## config.mk

```make
export PLATFORM = sky130hd
export DESIGN_NAME = conv_window_scan
export DESIGN_NICKNAME = d
export VERILOG_FILES = /design/src/rtl/conv_pkg.sv /design/src/rtl/window_index_gen.sv /design/src/rtl/conv_window_scan.sv
export SDC_FILE = /design/constraint.sdc
export NUM_CORES = 1
export LEC_CHECK = 0
export ABC_AREA = 1
export CAP_MARGIN = 20
export CORE_MARGIN = 5
export CORE_UTILIZATION = 30
export DETAILED_ROUTE_END_ITERATION = 6
export GPL_ROUTABILITY_DRIVEN = 0
export SLEW_MARGIN = 20
export SYNTH_ARGS = -nofsm -noshare
export SYNTH_HDL_FRONTEND = slang
export SYNTH_HIERARCHICAL = 1
export SYNTH_SLANG_ARGS = --single-unit
```

## constraint.sdc

```tcl
create_clock -name clock -period 6.29 [get_ports clock]
set_input_delay 1.258 -clock clock [delete_from_list [all_inputs] [get_ports clock]]
set_output_delay 1.258 -clock clock [all_outputs]
set_load 0.01 [all_outputs]
```

## src/rtl/conv_pkg.sv

```systemverilog
// Shared sizing, window/kernel packing and element access
// for the streaming convolution core.
package conv_pkg;

    localparam int IMG_SIZE  = 7;
    localparam int KER_SIZE  = 3;
    localparam int WIDTH_BIT = 8;

    localparam int N_ELEM  = KER_SIZE * KER_SIZE;
    localparam int MAX_IDX = IMG_SIZE - KER_SIZE;
    localparam int ACC_W   = 2 * WIDTH_BIT + $clog2(N_ELEM);
    localparam int VEC_W   = N_ELEM * WIDTH_BIT;

    typedef logic [WIDTH_BIT-1:0]            elem_t;
    typedef logic [N_ELEM-1:0][WIDTH_BIT-1:0] win_t;
    typedef logic [ACC_W-1:0]                acc_t;

    // Element [r][c] sits at flat index r*KER_SIZE+c.
    function automatic elem_t elemAt(
        input win_t v,
        input int   r,
        input int   c
    );
        return v[r*KER_SIZE+c];
    endfunction

endpackage

```

## src/rtl/window_index_gen.sv

```systemverilog
// Raster-order top-left window index generator with
// a registered end-of-frame pulse.
module window_index_gen #(
    parameter int MAX_IDX = 4,
    parameter int W       = 8
) (
    input  logic         clock,
    input  logic         nreset,
    input  logic         en,
    output logic [W-1:0] i,
    output logic [W-1:0] j,
    output logic         frame_done
);

    localparam logic [W-1:0] LAST = W'(MAX_IDX);

    logic iLast;
    logic jLast;

    assign iLast = (i == LAST);
    assign jLast = (j == LAST);

    always_ff @(posedge clock or posedge nreset) begin
        if (nreset) begin
            i          <= '0;
            j          <= '0;
            frame_done <= 1'b0;
        end else begin
            frame_done <= en && iLast && jLast;
            if (en) begin
                if (!jLast) begin
                    j <= j + 1'b1;
                end else begin
                    j <= '0;
                    i <= iLast ? '0 : i + 1'b1;
                end
            end
        end
    end

endmodule

```

## src/rtl/conv_window_scan.sv

```systemverilog
// Window index scan plus one registered KxK unsigned MAC
// per valid window against a loadable kernel.
module conv_window_scan
    import conv_pkg::*;
(
    input  logic                 clock,
    input  logic                 nreset,
    input  logic                 en,
    output logic [WIDTH_BIT-1:0] i,
    output logic [WIDTH_BIT-1:0] j,
    output logic                 frame_done,
    input  logic                 kernel_load,
    input  logic [VEC_W-1:0]     kernel_in,
    input  logic                 win_valid,
    input  logic [VEC_W-1:0]     window_in,
    output logic [ACC_W-1:0]     conv_out,
    output logic                 out_valid
);

    win_t kernelReg;
    win_t windowVec;
    acc_t macSum;

    assign windowVec = window_in;

    window_index_gen #(
        .MAX_IDX (MAX_IDX),
        .W       (WIDTH_BIT)
    ) uIndex (
        .clock      (clock),
        .nreset     (nreset),
        .en         (en),
        .i          (i),
        .j          (j),
        .frame_done (frame_done)
    );

    // Products are 2*WIDTH_BIT wide; the tree is sized so it cannot wrap.
    always_comb begin
        macSum = '0;
        for (int r = 0; r < KER_SIZE; r++) begin
            for (int c = 0; c < KER_SIZE; c++) begin
                macSum = macSum
                       + ACC_W'(elemAt(windowVec, r, c))
                       * ACC_W'(elemAt(kernelReg, r, c));
            end
        end
    end

    // The MAC reads kernelReg, so a same-edge load only affects later windows.
    always_ff @(posedge clock or posedge nreset) begin
        if (nreset) begin
            kernelReg <= '0;
            conv_out  <= '0;
            out_valid <= 1'b0;
        end else begin
            out_valid <= win_valid;
            if (win_valid) begin
                conv_out <= macSum;
            end
            if (kernel_load) begin
                kernelReg <= kernel_in;
            end
        end
    end

endmodule

```

# Yosys cells after proc, flatten, opt, wreduce, memory -nomap -nowiden
# Cells that the tools add are included.
dict set report word_totals {
  output_inout_bits 38
  elab_cells 40
  ff_bits 110
}
dict set report op_classes {
  muxes 2
  n_addsub 10
  eq_ne 2
  mul 9
  n_reduce_logical 3
}
# cell n
set ops {}
lappend ops {{$mul A8 B8 Y16} 9}
lappend ops {{$add A20 B16 Y20} 4}
lappend ops {{$add A19 B16 Y20} 1}
lappend ops {{$add A18 B16 Y19} 1}
lappend ops {{$add A17 B16 Y18} 1}
lappend ops {{$add A16 B16 Y17} 1}
lappend ops {{$add A8 B1 Y8 const B} 2}
lappend ops {{$eq A8 B3 Y1 const B} 2}
lappend ops {{$mux W8} 2}
lappend ops {{$logic_and A1 B1 Y1} 2}
lappend ops {{$reduce_and A2 Y1} 1}

# Longest topological paths before layout
dict set report depth {
  ltp_word 9
  depth_mapped 33
}

# Hierarchy
# The synthesis kept the hierarchy.
# mod area_per_inst_um2 seq_area_each_um2 cells_per_inst n_inst
set modules_own_cells {}
lappend modules_own_cells {conv_window_scan 24974.0 2327.2 2995 1}
lappend modules_own_cells {window_index_gen 1024.7 425.4 134 1}

# Worst setup path before layout
# OpenSTA, ideal clock, no wires.
dict set report synth_timing {
  path_type {in2reg}
  start {input window_in[62]}
  end {register conv_out[9]}
  setup_time_ps 117
  arrival_time_ps 7697
  cell_stages 25
  n_path_buf 1
  path_slack_ps -1524
  path_cell_list {clkbuf_1 > nand2_1 > fa_1 > inv_1 > fa_1 > inv_1 > fa_1 > fa_1 > fa_1 > fa_1 > inv_1 > fa_1 > fa_1 > fa_1 > inv_1 > fa_1 > inv_1 > ha_1 > nand2_2 > inv_1 > nand2_1 > nand3_2 > or2_2 > nand3_1 > nand2_1}
}
dict set report synth_via {
  elab_chain_cells 3
}
# item line_no
set synth_lines {}
lappend synth_lines {{start: declaration} conv_window_scan.sv:15} ;# input logic [VEC_W-1:0] window_in,
lappend synth_lines {{$mul A8 B8 Y16} conv_window_scan.sv:45} ;# * ACC_W'(elemAt(kernelReg, r, c));
lappend synth_lines {{$add A20 B16 Y20 (2 in series)} conv_window_scan.sv:44} ;# + ACC_W'(elemAt(windowVec, r, c))
lappend synth_lines {{end signal: assignment} conv_window_scan.sv:59} ;# conv_out <= macSum;
lappend synth_lines {{end: declaration} conv_window_scan.sv:16} ;# output logic [ACC_W-1:0] conv_out,
# Every way passes these cells.
# A chain may end at the register's enable or synchronous reset.

# Final worst setup path
dict set report layout_timing {
  start {input window_in[67]}
  end {register conv_out[8]}
}
dict set report layout_via {
  elab_chain_cells 2
}
# item line_no
set layout_lines {}
lappend layout_lines {{$mul A8 B8 Y16} conv_window_scan.sv:45}
lappend layout_lines {{$add A20 B16 Y20} conv_window_scan.sv:44}
# Every way passes these cells.

==> summary.md <==
| Metric | Value |
|---|---|
| Post-DP HPWL | 65,000 um |
| Final setup violation count | 17 |
| FP Rows | 108 |
| Clock skew | 19.5 ps |
| Syn nets | 4,082 |
| Flops & latches, synth | 110 |
| Peak Freq | 0.131 GHz |
| Launch point of the worst reg-to-reg path | kernelReg[50] |
| Routed WL | 73,200 um |
| Final cell utilization of the core | 0.367 |
| Final hold vios | 0 |
| Rel. slew slack | 0.477 |
| Ys Warns | 6 |
| DR DRC count | 0 |
| Tcrit/Tclk final | 1.22 |
| CP required | between 6000 and 7000 ps |
| DR pass1 iterations | 6 |
| Num CTS Buffers | 9 |
| Hold_sp | conv_out[0] |
| CP startpoint kind | input pin |
| Global-route wire length before repair | 116,000 um |
| Cell Area, Synth | between 0.02 and 0.03 sq mm |
| Die Footprint | between 0.09 and 0.1 sq mm |
| Fraction of the yosys area taken by sequential cells | 0.106 |
| Crit-path slowest cell | fa_2 |
| Reg2reg setup slack | -900 ps |
| Setup ws final | -1370 ps |
| Net count, final | between 4,000 and 5,000 |
| Area grow syn2layout | 21.7% |
| Syn Inst Count | 3,129 |
| TritonCTS clock tree | done |
| Via-to-Cell Ratio | just over 4 |
| Synth Area per Inst | 8.31 sq um |
| RSZ-0062 raised after global routing | true |
| Height of the die | 304 um |
| Vias | 18,900 |
| Max cap viols | 0 |
| Initial DRC count | slightly above 900 |
| Fin crit period | ~7700 ps |
| Most frequent CP cell | fa_1 |
| CTS Buffer Depth | 2 |
| Reg2Reg Depth | 24 |
| Worst-Margin Slew | 785 ps |
| Status | complete, but fails checks |
| IO buf count | 186 |
| Share of layout cells above drive strength 1 | 0.191 |
| Cell variety after synth | 32 |
| Worst Setup End Kind | flip-flop |
| Crit path max-delay family | adder cells |
| I/O Pins | 187 |
| Worst-path clk slew | 80 ps |
| GR Overflow Total | 0 |
| Remaining antenna violation count | 0 |
| GRT Util Overall | 0.162 |
| Starting Density | 0.301 |
| CP bufs+invs | 8 |
| Vias in the first global route | 20,300 |
| Root buffer cell | clkbuf_16 |
| Initial antenna violation count | 2 |
| Failing checks | setup timing |
| Hold-fix buffers at CTS | 0 |
| Critical Path Stages | 25 |
| CTS H-tree lvls | 3 |
| Hold Path Depth | 2 |
| Start point of the critical path | window_in[67] |
| Sinks on Clock Net | 110 |
| Worst path max stage delay | between 600 and 700 ps |
| Clock Latency Late Sink | 420 ps |
| Drt wl/cell | 16.0 um |
| Crit path max fanout | 5 |
| Largest net degree at the start of global routing | 51 |
| Min-delay worst type | reg -> reg |
| Chip Width | around 300 um |
| Critical setup path kind | in -> reg |
| Worst EP arrival | 7940 ps |
| Max-slew violation count | 0 |
| Core area | 0.0863 sq mm |
-- routing by layer --
metal | GRT usage | vias to the layer above | share of wire
met4 | 0.0466 | 0 | 0.022
met3 | 0.0253 | 59 | 0.047
li1 | - | 9116 | -
met2 | 0.275 | 321 | 0.49
met1 | 0.216 | 9401 | 0.44
met5 | 0 | - | 0
-- timing repair --
action,4_1_cts,5_1_grt
hold endpoints to repair,0,0
endpoints found under the setup margin,18,17
gates resized for setup,351,204
pin swaps,150,116
setup buffers,17,5
-- state kept, by name, summed over array words and instances, names as in the netlist --
| name | flops |
|---|---|
| uIndex/i | 8 |
| uIndex/j | 8 |
| kernelReg | 72 |
| conv_out | 20 |
| out_valid | 1 |
| uIndex/frame_done | 1 |
-- per-stage QoR --
step                instance area [sq um]  TNS, ps  hold WS, ps  setup slack [ps]  instances
global route                        31600   -23280          516             -1550       4583
floorplan                           26400   -19020          509             -1310       3129
global placement                    30600   -36020          464             -2290       4548
CTS                                 31200   -20560          485             -1350       4581
detailed placement                  30600   -36890          467             -2330       4548
finish                              31700   -20500          483             -1370       4586
-- placed cells by master (no fill, tap or decap), types with 3 or more instances in the layout --
master,Yosys,layout
a21oi_1,10,4
a21oi_2,0,5
buf_2,9,21
buf_4,2,235
buf_6,1,32
clkbuf_16,0,9
clkbuf_2,0,7
clkbuf_4,0,10
clkdlybuf4s15_1,0,5
clkdlybuf4s15_2,0,6
clkdlybuf4s50_1,0,113
clkinvlp_4,0,3
dfrtp_1,110,110
diode_2,0,3
dlygate4sd2_1,0,7
fa_1,543,488
fa_2,0,55
ha_1,261,237
ha_4,0,23
inv_1,1125,1062
inv_2,2,63
mux2_2,72,72
nand2_1,748,683
nand2_2,3,56
nand2_4,0,12
nand3_1,26,23
nand3_2,6,8
nor2_1,21,17
nor2_2,4,7
nor3_1,8,4
nor3_2,1,4
o21ai_0,9,5
o21ai_1,3,5
o21ai_2,1,3
xor2_1,6,4
-- logic make-up (layout without fill, tap and decap cells) --
| group | after synthesis | count (layout) | share of synthesized area |
|---|---|---|---|
| AND/OR/NAND/NOR | 823 | 823 | 0.124 |
| buffers and inverters | 1285 | 1584 | 0.187 |
| multiplexers | 72 | 72 | 0.0312 |
| AO/OA/AOI/OAI | 24 | 24 | 0.00486 |
| other | 0 | 3 | 0 |
| adder cells (fa/ha/maj) | 804 | 804 | 0.544 |
| flip-flops | 110 | 110 | 0.106 |
| XOR/XNOR | 11 | 11 | 0.00371 |
-- cell usage after synthesis --
| cell | count | share of area |
|---|---|---|
| xnor2_1 | 5 | 0.0017 |
| buf_2 | 9 | 0.0017 |
| o21bai_1 | 1 | 0.00029 |
| nor3b_2 | 1 | 0.00048 |
| nand2_1 | 748 | 0.11 |
| a21oi_1 | 10 | 0.0019 |
| o21ai_1 | 3 | 0.00058 |
| buf_6 | 1 | 0.00043 |
| mux2_2 | 72 | 0.031 |
| nor2_2 | 4 | 0.00096 |
| nand3_1 | 26 | 0.0050 |
| fa_1 | 543 | 0.42 |
| and2_1 | 1 | 0.00024 |
| clkinv_1 | 1 | 0.00014 |
| nor3_4 | 1 | 0.00063 |
| nor3_1 | 8 | 0.0015 |
| dfrtp_1 | 110 | 0.11 |
| o21ai_0 | 9 | 0.0017 |
| nand3_2 | 6 | 0.0023 |
| nor2_1 | 21 | 0.0030 |
| ha_1 | 261 | 0.13 |
| inv_1 | 1125 | 0.16 |
| inv_2 | 2 | 0.00029 |
| buf_1 | 11 | 0.0016 |
| buf_4 | 2 | 0.00058 |
| nor3_2 | 1 | 0.00039 |
| or2_2 | 1 | 0.00024 |
| nand3b_1 | 2 | 0.00058 |
| xor2_1 | 6 | 0.0020 |
| clkbuf_1 | 134 | 0.019 |
| o21ai_2 | 1 | 0.00034 |
| nand2_2 | 3 | 0.00072 |
-- worst min-delay path, cell delays in order, from the launching register on --
cell	delay, ps
dfrtp_1	350
nand2_1	50
nand2_1	40
-- cell type report --
| type | instances | area (sq um) |
|---|---|---|
| Antenna cell | 3 | 7.51 |
| Tap cell | 1155 | 1450 |
| Multi-Input combinational cell | 1734 | 19200 |
| Sequential cell | 110 | 2750 |
| Inverter | 1128 | 4240 |
| Clock inverter | 5 | 42.5 |
| Fill cell | 8820 | 54700 |
| Clock buffer | 11 | 243 |
| Timing Repair Buffer | 440 | 3710 |
-- final timing paths --
path / endpoint
worst min register to register: conv_out[0]
worst min-delay path: conv_out[0]
worst max-delay path: conv_out[8]
max in group asynchronous: kernelReg[55]
worst max register to register: conv_out[8]
min in group asynchronous: uIndex/j[7]
Power is not shown: default switching activity piles up to over one toggle a cycle in this logic, so the estimate is an artifact.
